### src/rtl/fuzzy_pkg.sv
// Shared types for the fuzzy membership-function evaluator: slot parameters,
// controller states and the parameter ordering rule.
package fuzzy_pkg;

    localparam int DEF_NUM_IN = 2;
    localparam int DEF_NUM_MF = 3;

    // Trapezoid corners, signed Q7.0, a in the most significant byte.
    typedef struct packed {
        logic [7:0] a;
        logic [7:0] b;
        logic [7:0] c;
        logic [7:0] d;
    } mf_param_t;

    typedef enum logic [1:0] {
        IDLE = 2'd0,
        EVAL = 2'd1,
        DONE = 2'd2
    } state_e;

    function automatic logic mf_ordered(input mf_param_t p);
        return ($signed(p.a) <= $signed(p.b)) &&
               ($signed(p.b) <= $signed(p.c)) &&
               ($signed(p.c) <= $signed(p.d));
    endfunction

endpackage

### src/rtl/mf_eval_ctrl_trap.sv
// Combinational trapezoid membership evaluator: Q7.0 input and corners in,
// Q1.15 degree out (0 outside (a,d), 0x7FFF on the [b,c] plateau).
module mf_eval_ctrl_trap
    import fuzzy_pkg::*;
(
    input  logic [7:0]  x_i,
    input  mf_param_t   p_i,
    output logic [15:0] mu_o
);

    localparam logic [15:0] MU_ONE = 16'h7FFF;

    logic signed [8:0] xs, as, bs, cs, ds;
    logic [8:0]        num, den;
    logic [15:0]       ratio;
    logic              use_ratio, full;

    assign xs = {x_i[7], x_i};
    assign as = {p_i.a[7], p_i.a};
    assign bs = {p_i.b[7], p_i.b};
    assign cs = {p_i.c[7], p_i.c};
    assign ds = {p_i.d[7], p_i.d};

    // Open interval (a,d) so an all-zero slot yields 0 for every x.
    always_comb begin
        num       = '0;
        den       = 9'd1;
        use_ratio = 1'b0;
        full      = 1'b0;
        if ((xs > as) && (xs < ds)) begin
            if (xs < bs) begin
                num       = 9'(xs - as);
                den       = 9'(bs - as);
                use_ratio = 1'b1;
            end else if (xs > cs) begin
                num       = 9'(ds - xs);
                den       = 9'(ds - cs);
                use_ratio = 1'b1;
            end else begin
                full = 1'b1;
            end
        end
    end

    // num < den on the slopes, so the quotient always fits in 15 bits.
    assign ratio = 16'({num, 15'b0} / {15'b0, den});
    assign mu_o  = full ? MU_ONE : (use_ratio ? ratio : 16'h0000);

endmodule

### src/rtl/mf_eval_ctrl.sv
// Frame controller: latches crisp inputs, walks every MF slot through one
// shared trapezoid evaluator and holds the degrees until the consumer takes them.
module mf_eval_ctrl
    import fuzzy_pkg::*;
#(
    parameter  int NUM_IN = DEF_NUM_IN,
    parameter  int NUM_MF = DEF_NUM_MF,
    localparam int NMF    = NUM_IN * NUM_MF,
    localparam int AW     = (NMF > 1) ? $clog2(NMF) : 1
) (
    input  logic                  clk,
    input  logic                  rst,
    input  logic                  cfg_we,
    input  logic [AW-1:0]         cfg_addr,
    input  logic [31:0]           cfg_data,
    output logic                  cfg_ready,
    output logic                  cfg_err,
    input  logic                  in_valid,
    output logic                  in_ready,
    input  logic [NUM_IN*8-1:0]   x_in,
    output logic                  out_valid,
    input  logic                  out_ready,
    output logic [NMF*16-1:0]     mu_out
);

    // state | meaning
    // IDLE  | accepts config writes and new frames
    // EVAL  | one slot per cycle through the evaluator
    // DONE  | results held with out_valid until out_ready

    state_e               state_q;
    logic [AW-1:0]        k_q;
    logic [NUM_IN*8-1:0]  x_q;
    mf_param_t            params_q [NMF];
    logic [NMF*16-1:0]    mu_q;
    logic                 out_valid_q;
    logic                 cfg_err_q;

    mf_param_t            cur_p;
    logic [7:0]           cur_x;
    logic [15:0]          cur_mu;
    mf_param_t            wr_p;
    logic                 wr_addr_ok;

    always_comb begin
        cur_p = '0;
        cur_x = '0;
        for (int s = 0; s < NMF; s++) begin
            if (k_q == AW'(s)) begin
                cur_p = params_q[s];
                cur_x = x_q[8*(s/NUM_MF) +: 8];
            end
        end
    end

    assign wr_p       = mf_param_t'(cfg_data);
    assign wr_addr_ok = (int'(cfg_addr) < NMF);

    mf_eval_ctrl_trap u_trap (
        .x_i  (cur_x),
        .p_i  (cur_p),
        .mu_o (cur_mu)
    );

    always_ff @(posedge clk) begin
        if (rst) begin
            state_q     <= IDLE;
            k_q         <= '0;
            x_q         <= '0;
            mu_q        <= '0;
            out_valid_q <= 1'b0;
            cfg_err_q   <= 1'b0;
            for (int s = 0; s < NMF; s++) begin
                params_q[s] <= '0;
            end
        end else begin
            cfg_err_q <= 1'b0;
            case (state_q)
                IDLE: begin
                    // A write in the accept cycle lands before slot 0 is read.
                    if (cfg_we) begin
                        if (wr_addr_ok && mf_ordered(wr_p)) begin
                            for (int s = 0; s < NMF; s++) begin
                                if (cfg_addr == AW'(s)) begin
                                    params_q[s] <= wr_p;
                                end
                            end
                        end else begin
                            cfg_err_q <= 1'b1;
                        end
                    end
                    if (in_valid) begin
                        x_q     <= x_in;
                        k_q     <= '0;
                        state_q <= EVAL;
                    end
                end
                EVAL: begin
                    for (int s = 0; s < NMF; s++) begin
                        if (k_q == AW'(s)) begin
                            mu_q[16*s +: 16] <= cur_mu;
                        end
                    end
                    if (k_q == AW'(NMF - 1)) begin
                        k_q         <= '0;
                        state_q     <= DONE;
                        out_valid_q <= 1'b1;
                    end else begin
                        k_q <= k_q + AW'(1);
                    end
                end
                DONE: begin
                    if (out_ready) begin
                        state_q     <= IDLE;
                        out_valid_q <= 1'b0;
                    end
                end
                default: begin
                    state_q     <= IDLE;
                    out_valid_q <= 1'b0;
                end
            endcase
        end
    end

    assign in_ready  = (state_q == IDLE);
    assign cfg_ready = (state_q == IDLE);
    assign out_valid = out_valid_q;
    assign cfg_err   = cfg_err_q;
    assign mu_out    = mu_q;

endmodule

### config.mk
export PLATFORM = sky130hd
export DESIGN_NAME = mf_eval_ctrl
export DESIGN_NICKNAME = d
export VERILOG_FILES = /design/src/rtl/fuzzy_pkg.sv /design/src/rtl/mf_eval_ctrl_trap.sv /design/src/rtl/mf_eval_ctrl.sv
export SDC_FILE = /design/constraint.sdc
export NUM_CORES = 1
export LEC_CHECK = 0
export CORE_UTILIZATION = 40
export CTS_BUF_LIST = sky130_fd_sc_hd__clkbuf_8
export DETAILED_ROUTE_END_ITERATION = 6
export PLACE_DENSITY = 0.55
export SYNTH_ARGS = -nofsm -noshare
export SYNTH_HDL_FRONTEND = slang
export SYNTH_HIERARCHICAL = 1
export SYNTH_SLANG_ARGS = --single-unit
export TNS_END_PERCENT = 30
### constraint.sdc
create_clock -name clk -period 106.7 [get_ports clk]
set_input_delay 21.34 -clock clk [delete_from_list [all_inputs] [get_ports clk]]
set_output_delay 21.34 -clock clk [all_outputs]
set_load 0.1 [all_outputs]
# [After elaboration in Yosys (flattened, before gate mapping)]
# Memory sizes are Yosys's and may differ from the RTL's.
# Index checks and enable logic that the tools add are counted.
[op_classes] n_addsub=5 n_mul=0 div=1 order_cmp=8 eq_ne=15 shift=0 muxes=81 n_bitwise=8 reduce_logical=19
[op_table] op="$mux W32" n=12
[op_table] op="$mux W9" n=6
[op_table] op="$mux W8" n=6
[op_table] op="$mux W1" n=47
[op_table] op="$sub A8 B8 Y9" n=4
[op_table] op="$mux W16" n=2
[op_table] op="$div A24 B9 Y24" n=1
[op_table] op="$le A8 B8 Y1" n=3
[op_table] op="$gt A8 B8 Y1" n=2
[op_table] op="$lt A8 B8 Y1" n=2
[op_table] op="$reduce_and A2 Y1" n=8
[op_table] op="$eq A3 B2 Y1 const B" n=4
[op_table] op="$eq A3 B3 Y1 const B" n=4
[op_table] op="$eq A3 B1 Y1 const B" n=2
[op_table] op="$logic_not A3 Y1" n=2
[op_table] op="$mux W2" n=3
[op_table] op="$mux W3" n=2
[op_table] op="$or A1 B1 Y1" n=6
[op_table] op="$pmux W2 S3" n=1
[op_table] op="$pmux W3 S2" n=1
[op_table] op="$reduce_and A3 Y1" n=2
[op_table] op="$logic_and A1 B1 Y1" n=4
[op_table] op="$ne A2 B2 Y1 const B" n=2
[op_table] op="$add A3 B1 Y3 const B" n=1
[op_table] op="9 further kinds" n=10
[totals] regBits=119 latch_bits=0 mem_bits_rw=192 mem_bits_ro=0 in_bits=56 out_inout_bits=100 elab_cells=149 mem_count=1
[memory_table] memory="params_q" depth=6 width=32 read_ports=6 rd_ports_with_merged_regs=0 wr=6 line_no="mf_eval_ctrl.sv:34" text="mf_param_t params_q [NMF];"

# [Depth between registers and ports, before layout]
# Gate-level depths: netlist (run 1).
[depth] ltp_word=14 ltp_mapped=328 ltp_nobuf=302

# [Hierarchy]
# Netlist (run 1), hierarchy kept.
[by_module_without_submodules] mod="mf_eval_ctrl_trap" instances=1 cells_each=2314 area_each_um2=15842.7
[by_module_without_submodules] mod="mf_eval_ctrl" instances=1 cells_each=1454 area_each_um2=14208.6

# [Least setup slack after synthesis (run 1)]
# OpenSTA, ideal clock, no wires.
[synth_path] path_type="register to register" from="register k_q[1]" to="register mu_q[0], in the netlist mu_out[0]" setup_ns=0.132 t_arrival_ns=57.304 required_ns=106.568 setup_slack_ns=49.263 path_stages_with_launch=311 path_cell_list="dfxtp_1 clkbuf_1 and2_1 ha_1 clkbuf_1 clkbuf_1 a21oi_1 o21ai_0 inv_1 ha_1 nand4_1 o31ai_4 a31oi_4 or3_1 buf_2 inv_2 clkbuf_1 clkbuf_1 [275 not listed] a31oi_1 o211ai_1 or4_1 or4b_1 buf_2 mux2_1 ha_1 a21oi_1 nor2b_1 o21ai_0 nand2b_1 a21oi_1 nand4b_1 or3_1 a221oi_2 a41oi_1 nand2_1 a21oi_1"
[synth_lines] element="from (decl)" line_no="mf_eval_ctrl.sv:32" text="logic [AW-1:0] k_q;"
[synth_lines] element="from (signal assigned)" line_no="mf_eval_ctrl.sv:109" text="k_q <= k_q + AW'(1);"
[synth_lines] element="to (signal, indexed assignment)" line_no="mf_eval_ctrl.sv:101" text="mu_q[16*s +: 16] <= cur_mu;"
[synth_lines] element="to (decl)" line_no="mf_eval_ctrl.sv:35" text="logic [NMF*16-1:0] mu_q;"

==> results.md, run 1 <==
- Mapped Cells: 3768
- IO Pins: 156
- Share of the synthesized area in the top cell type: 0.192
- Fin. max-slew vios: 0
- Achievable frequency: 15.0 MHz
- Clk Tree Root Cell: clkbuf_8
- Cell Rows: 100
- DR vias: 29000
- Top_reg_cell synth: edfxtp_1
- CP Launch Point: k_q[0]
- Worst Skew: 0.0392 ns
- FF+latch count, synth: 311
- Finished Layout Cells: 4835
- First-pass GRT wire length: 159000 um
- Tcrit/Tclk final: 0.624
- Tmin final: 66.62 ns
- Critical Path RT: 107.14 ns
- Reg2reg path depth: 296
- Worst skew pair latency: 0.61 ns
- Worst hold path class: reg -> reg
- Outcome: completed
- Synth area leaders: edfxtp_1 (19%), ha_1 (9.9%), dfxtp_1 (7.9%)
- Post-CTS Setup Inserts: 0
- Seq/Total Area, Yosys: 0.271
- Syn Area/Cell: 7.98 sq um
- Slew headroom: 0.246
- Ys Warns: 6
- GR Util All Layers: 0.260
- WL final: 102000 um
- ANT nets after route: 0
- Reg2reg start: k_q[0]
- Yosys cell types: 134
- Longest Clk Path Bufs: 3
- Hold Buf Count CTS: 0
- DR iter-0 viols: 2080
- Hold_sp: mu_out[33]
- Async SR Flop Fraction: 0
- Starting Density: 0.404
- Residual DRC: 0
- Core ar.: 0.0744 sq mm
- Vias/cell: 5.99
- Initial antenna violation count: 1
- Vias in the first global route: 27500
- Clock Pin Slew Worst Setup and Hold Paths: 0.06 ns
- # port buffers: 155
- Max stage delay on crit path: 0.87 ns
- Post-Synthesis Net Count: 4067
- Inserted Clock Buffers: 47
- Detailed Place HPWL: 74100 um
- Initial DRT Pass Iterations: 6
- Total die area: 0.0762 sq mm
- Final #Nets: 4129
- Count of final setup violators: 0
- CTS resizes: 0
- Share of cells above drive strength 1: 0.0800
- WP data arrival: 67.06 ns
- GPL Wtd Cong: 0.882
- Die Y: 276 um
- CP max stage cell: or4b_1
- Number of flops mapped to enable cells by yosys: 192
- Grt ovf: 0
- Measured slew at the worst slew-check pin: 1.13 ns
- Area after DPL: 0.0325 sq mm
- CTS tree: built
- Largest net degree at the start of global routing: 103
- Post-route cell area: 0.0334 sq mm
- Critical Path Most Common Cell: a21oi_1
- RSZ-0062 raised after global routing: no
- Crit-path max FO: 48
- Max-cap viol count: 0
- Placed insts: 4750
- CTS H-Tree Depth: 2
- Cell area after synthesis: 0.0301 sq mm
- Setup_tns: 0 ns
- CP Launch Type: flop
- Wire per inst: 21.2 um
- Area leader, netlist: edfxtp_1
- Hold path depth: 2
- Critical Path End Type: flop
- DIE WIDTH: 276 um
- Hold Vio Cnt, Final: 0
- P&R area growth vs syn: 11.3%
- CP Class: reg -> reg
- Clock sink total: 311
## layout by cell type, fill, tap and decap left out, drive strengths merged, types with 31 or more instances in the layout
master,count
nor2,270
clkdlybuf4s50,154
or3,40
a22oi,38
nand2,441
and3,40
a2bb2oi,36
o21ai,216
mux2i,68
dfxtp,119
a21o,71
clkbuf,54
nor2b,40
and2,39
buf,55
edfxtp,192
xor2,55
nand2b,55
o21a,46
mux2,73
a31oi,31
ha,238
xnor2,77
nor3,272
a211oi,39
inv,160
nand4,36
a21oi,380
nand3,129
## synth_stat cells (11+ instances only)
library cell and instances:
a211o_1 12, a211oi_1 32, a21boi_0 13, a21o_1 70
a21oi_1 377, a22oi_1 37, a2bb2oi_1 34, a31oi_1 30
and2_1 36, and3_1 40, buf_2 46, clkbuf_1 129
dfxtp_1 119, edfxtp_1 192, ha_1 238, inv_1 141
mux2_2 68, mux2i_1 66, nand2_1 439, nand2b_1 54
nand3_1 127, nand3b_1 11, nand4_1 34, nor2_1 265
nor2b_1 40, nor3_1 265, nor4_1 17, o211ai_1 29
o21a_1 46, o21ai_0 194, o21ai_1 19, o21bai_1 30
o221ai_1 11, o31a_1 14, o31ai_1 25, o41ai_1 12
or2_2 18, or3_1 39, or4_1 11, xnor2_1 77
xor2_1 55
## layer usage
layer	GRT usage	wire length, um
met5	0	0
met2	0.444	47900
met3	0.0203	5510
met1	0.351	46500
met4	0.0733	2540
## stage by stage
step | setup slack, ns | hold slack (ns) | utilization
3_3_place_gp | 42.37 | 0.441 | 0.437
6_report | 40.08 | 0.454 | 0.449
5_1_grt | 33.74 | 0.471 | 0.449
4_1_cts | 40.91 | 0.454 | 0.449
2_1_floorplan | 49.26 | 0.436 | -
3_5_place_dp | 41.17 | 0.445 | 0.437
## area by class of cell
cell class | count | area [sq um]
fillers | 7480 | 41000
diodes | 2 | 5.00
inverters | 144 | 541
repair buffers | 209 | 1950
flip-flops and latches | 311 | 8150
clock buffers | 54 | 743
multi-input cells | 3117 | 20600
well taps | 969 | 1210
clock inverters | 29 | 188
## path summary, 6_finish.rpt
kind                              endpoint  slack [ns]
worst max-delay path            mu_out[64]       40.08
worst min-delay path            mu_out[33]        0.45
worst min register to register  mu_out[33]        0.45
worst max register to register  mu_out[64]       40.08
## worst max-delay path, delay by kind of cell (launching register included)
family	cells	cell delay [ns]
buffers and inverters	10	1.81
AND/OR/NAND/NOR	100	21.93
adder cells (fa/ha/maj)	25	7.75
AO/OA/AOI/OAI	157	32.66
flip-flops	1	0.82
multiplexers	4	1.32
## sequential cells by signal, summed over array words and instances (netlist names)
| name | cells |
|---|---|
| out_valid | 1 |
| k_q | 3 |
| params_q | 192 |
| state_q | 2 |
| x_q | 16 |
| mu_out | 96 |
| cfg_err | 1 |
## kinds of logic (layout without fill, tap and decap cells)
group / Yosys count / in the layout / share of synthesized area
simple gates: 1470 / 1470 / 0.240
buf+inv: 340 / 436 / 0.0464
xor+xnor: 132 / 132 / 0.0385
mux: 141 / 141 / 0.0508
flops: 311 / 311 / 0.271
compound gates: 1131 / 1131 / 0.251
other cells: 0 / 2 / 0
fa+ha+maj: 243 / 243 / 0.102
Power of run 1 is not shown: default switching activity piles up to over one toggle a cycle in this logic, so the estimate is an artifact.
==> run 2: changes to the inputs <==
--- a/config.mk
+++ b/config.mk
@@ -8,7 +8,7 @@
 export CORE_UTILIZATION = 40
 export CTS_BUF_LIST = sky130_fd_sc_hd__clkbuf_8
 export DETAILED_ROUTE_END_ITERATION = 6
-export PLACE_DENSITY = 0.55
+export PLACE_DENSITY = 0.57
 export SYNTH_ARGS = -nofsm -noshare
 export SYNTH_HDL_FRONTEND = slang
 export SYNTH_HIERARCHICAL = 1
==> constraint.sdc (replaced) <==
create_clock -name clk -period 55.7 [get_ports clk]
set_input_delay 11.14 -clock clk [delete_from_list [all_inputs] [get_ports clk]]
set_output_delay 11.14 -clock clk [all_outputs]
set_load 0.1 [all_outputs]
==> run 2 against run 1 <==
  * Wire length grew 4.9%
  * Maximum frequency grew 27%
  * Die area is the same
  * First-iteration DRC count grew 13%
  * Worst hold slack lost 0.00073 ns
  * Sequential cell count is the same
  * Cell area grew 7.5%
  * Highest routed layer unchanged
==> results.md, run 2 (synthesized netlist as in run 1, its figures left out) <==
- DR vias: 30200 (was 29000)
- Count of final setup violators: 0 (unchanged)
- Final #Nets: 4369 (was 4129)
- Outcome: completed (unchanged)
- Core ar.: 0.0744 sq mm (unchanged)
- Number of fillers in the final layout: 7335 (was 7480)
- Grt ovf: 0 (unchanged)
- GR Util All Layers: 0.264 (was 0.260)
- Initial DRT Pass Iterations: 6 (unchanged)
- Inserted Clock Buffers: 50 (was 47)
- Detailed Place HPWL: 75600 um (was 74100 um)
- Register-to-register setup slack: 3.33 ns (was 40.08 ns)
- Clk Tree Root Cell: clkbuf_8 (unchanged)
- Critical Path End Type: flop (unchanged)
- CP max stage cell: or4_4 (was or4b_1)
- Starting Density: 0.404 (unchanged)
- Tmin final: 52.37 ns (was 66.62 ns)
- Critical Path RT: 56.17 ns (was 107.14 ns)
- GPL Wtd Cong: 0.953 (was 0.882)
- Tcrit/Tclk final: 0.940 (was 0.624)
- Top reg by flops: params_q (unchanged)
- Initial antenna violation count: 1 (unchanged)
- CTS tree: built (unchanged)
- Post-route cell area: 0.0359 sq mm (was 0.0334 sq mm)
- First-pass GRT wire length: 161000 um (was 159000 um)
- Hold Buf Count CTS: 0 (unchanged)
- Share of cells above drive strength 1: 0.153 (was 0.0800)
- Vias/cell: 5.95 (was 5.99)
- Most common cell after layout, fill and taps aside: nand2_1 (unchanged)
- CP Launch Type: flop (unchanged)
- Max-cap viol count: 0 (unchanged)
- Achievable frequency: 19.1 MHz (was 15.0 MHz)
- Commonest cells after routing, fill and taps aside: nand2_1 (436), a21oi_1 (351), buf_4 (270) (was nand2_1 (439), a21oi_1 (377), nor3_1 (265))
- Cell Rows: 100 (unchanged)
- CTS H-Tree Depth: 2 (unchanged)
- Worst Skew: 0.0492 ns (was 0.0392 ns)
- Crit-path max FO: 9 (was 48)
- WL final: 107000 um (was 102000 um)
- # port buffers: 155 (unchanged)
- Residual DRC: 0 (unchanged)
- WHS: 0.453 ns (was 0.454 ns)
- Wire per inst: 21.2 um (about the same)
- Die Y: 276 um (unchanged)
- Max stage delay on crit path: 0.64 ns (was 0.87 ns)
- Worst hold path class: reg -> reg (unchanged)
- Largest register FFs: 192 (unchanged)
- Hold Vio Cnt, Final: 0 (unchanged)
- Critical Path Most Common Cell: ha_1 (was a21oi_1)
- Largest net degree at the start of global routing: 99 (was 103)
- DR iter-0 viols: 2345 (was 2080)
- P&R area growth vs syn: 19.6% (was 11.3%)
- WP data arrival: 52.85 ns (was 67.06 ns)
- IO Pins: 156 (unchanged)
- Slew headroom: 0.146 (was 0.246)
- Utilization of the core after routing: 0.483 (was 0.449)
- Clock sink total: 311 (unchanged)
- CP Class: reg -> reg (unchanged)
- Clock Pin Slew Worst Setup and Hold Paths: 0.06 ns (about the same)
- Total die area: 0.0762 sq mm (unchanged)
- ANT nets after route: 0 (unchanged)
- Measured slew at the worst slew-check pin: 1.28 ns (was 1.13 ns)
- Area after DPL: 0.0339 sq mm (was 0.0325 sq mm)
- Fin. max-slew vios: 0 (unchanged)
- DIE WIDTH: 276 um (unchanged)
- Vias in the first global route: 28200 (was 27500)
- Worst skew pair latency: 0.65 ns (was 0.61 ns)
- Longest Clk Path Bufs: 3 (unchanged)
-- run 2: cell types whose count changed in the layout (fill, tap and decap cells not counted), sizes merged --
cell,change
nor2,+1
diode,-1
clkbuf,+5
and3,+1
buf,+229
inv,+6
clkinv,+1
bufinv,-1
-- run 2: repair_timing --
| item | 4_1_cts | 5_1_grt |
|---|---|---|
| pin swaps | 2 | 48 |
| setup endpoints to repair | 12 | 12 |
| cloned | 0 | 8 |
| gates resized for setup | 14 | 130 |
| buffers inserted | 3 | 60 |
-- run 2: worst paths after layout --
| path | from | endpoint | depth (start not counted) |
|---|---|---|---|
| worst max-delay path | k_q[0] | mu_out[32] | 290 |
| worst min-delay path | mu_out[18] | mu_out[18] | 2 |
| worst max register to register | k_q[0] | mu_out[32] | 290 |
| worst min register to register | mu_out[18] | mu_out[18] | 2 |
-- run 2: area by class of cell --
type,instances,area (sq um),share of cell area
diodes,1,2.50,0.0000696
clock buffers,53,729,0.0203
clock inverters,35,183,0.00508
inverters,144,541,0.0150
multi-input cells,3119,21100,0.588
flip-flops and latches,311,8160,0.227
well taps,969,1210,0.0337
repair buffers,444,3980,0.111
-- run 2: metrics by stage --
step	worst slack (ns)	setup TNS [ns]	std cells
2_1_floorplan	0.0175	0	3768
3_3_place_gp	-0.596	-3.54	4916
3_5_place_dp	-1.82	-10.84	4916
4_1_cts	0.0727	0	5007
5_1_grt	-0.372	-2.17	5076
6_report	3.33	0	5076
-- run 2: layer usage --
| layer | GRT usage | share of wire | vias to the layer above |
|---|---|---|---|
| met4 | 0.0822 | 0.035 | 0 |
| met1 | 0.347 | 0.44 | 14400 |
| li1 | - | - | 14600 |
| met2 | 0.453 | 0.47 | 992 |
| met5 | 0 | 0 | - |
| met3 | 0.0281 | 0.059 | 223 |
-- run 2: worst max-delay path: cells and delay by family, from the launching register on --
kind	cells	cell delay, ns
multiplexers	8	2.73
buffers and inverters	10	1.45
AO/OA/AOI/OAI	144	24.25
flip-flops	1	0.40
AND/OR/NAND/NOR	102	15.55
adder cells (fa/ha/maj)	26	7.78
Power of run 2 is left out for the same reason.
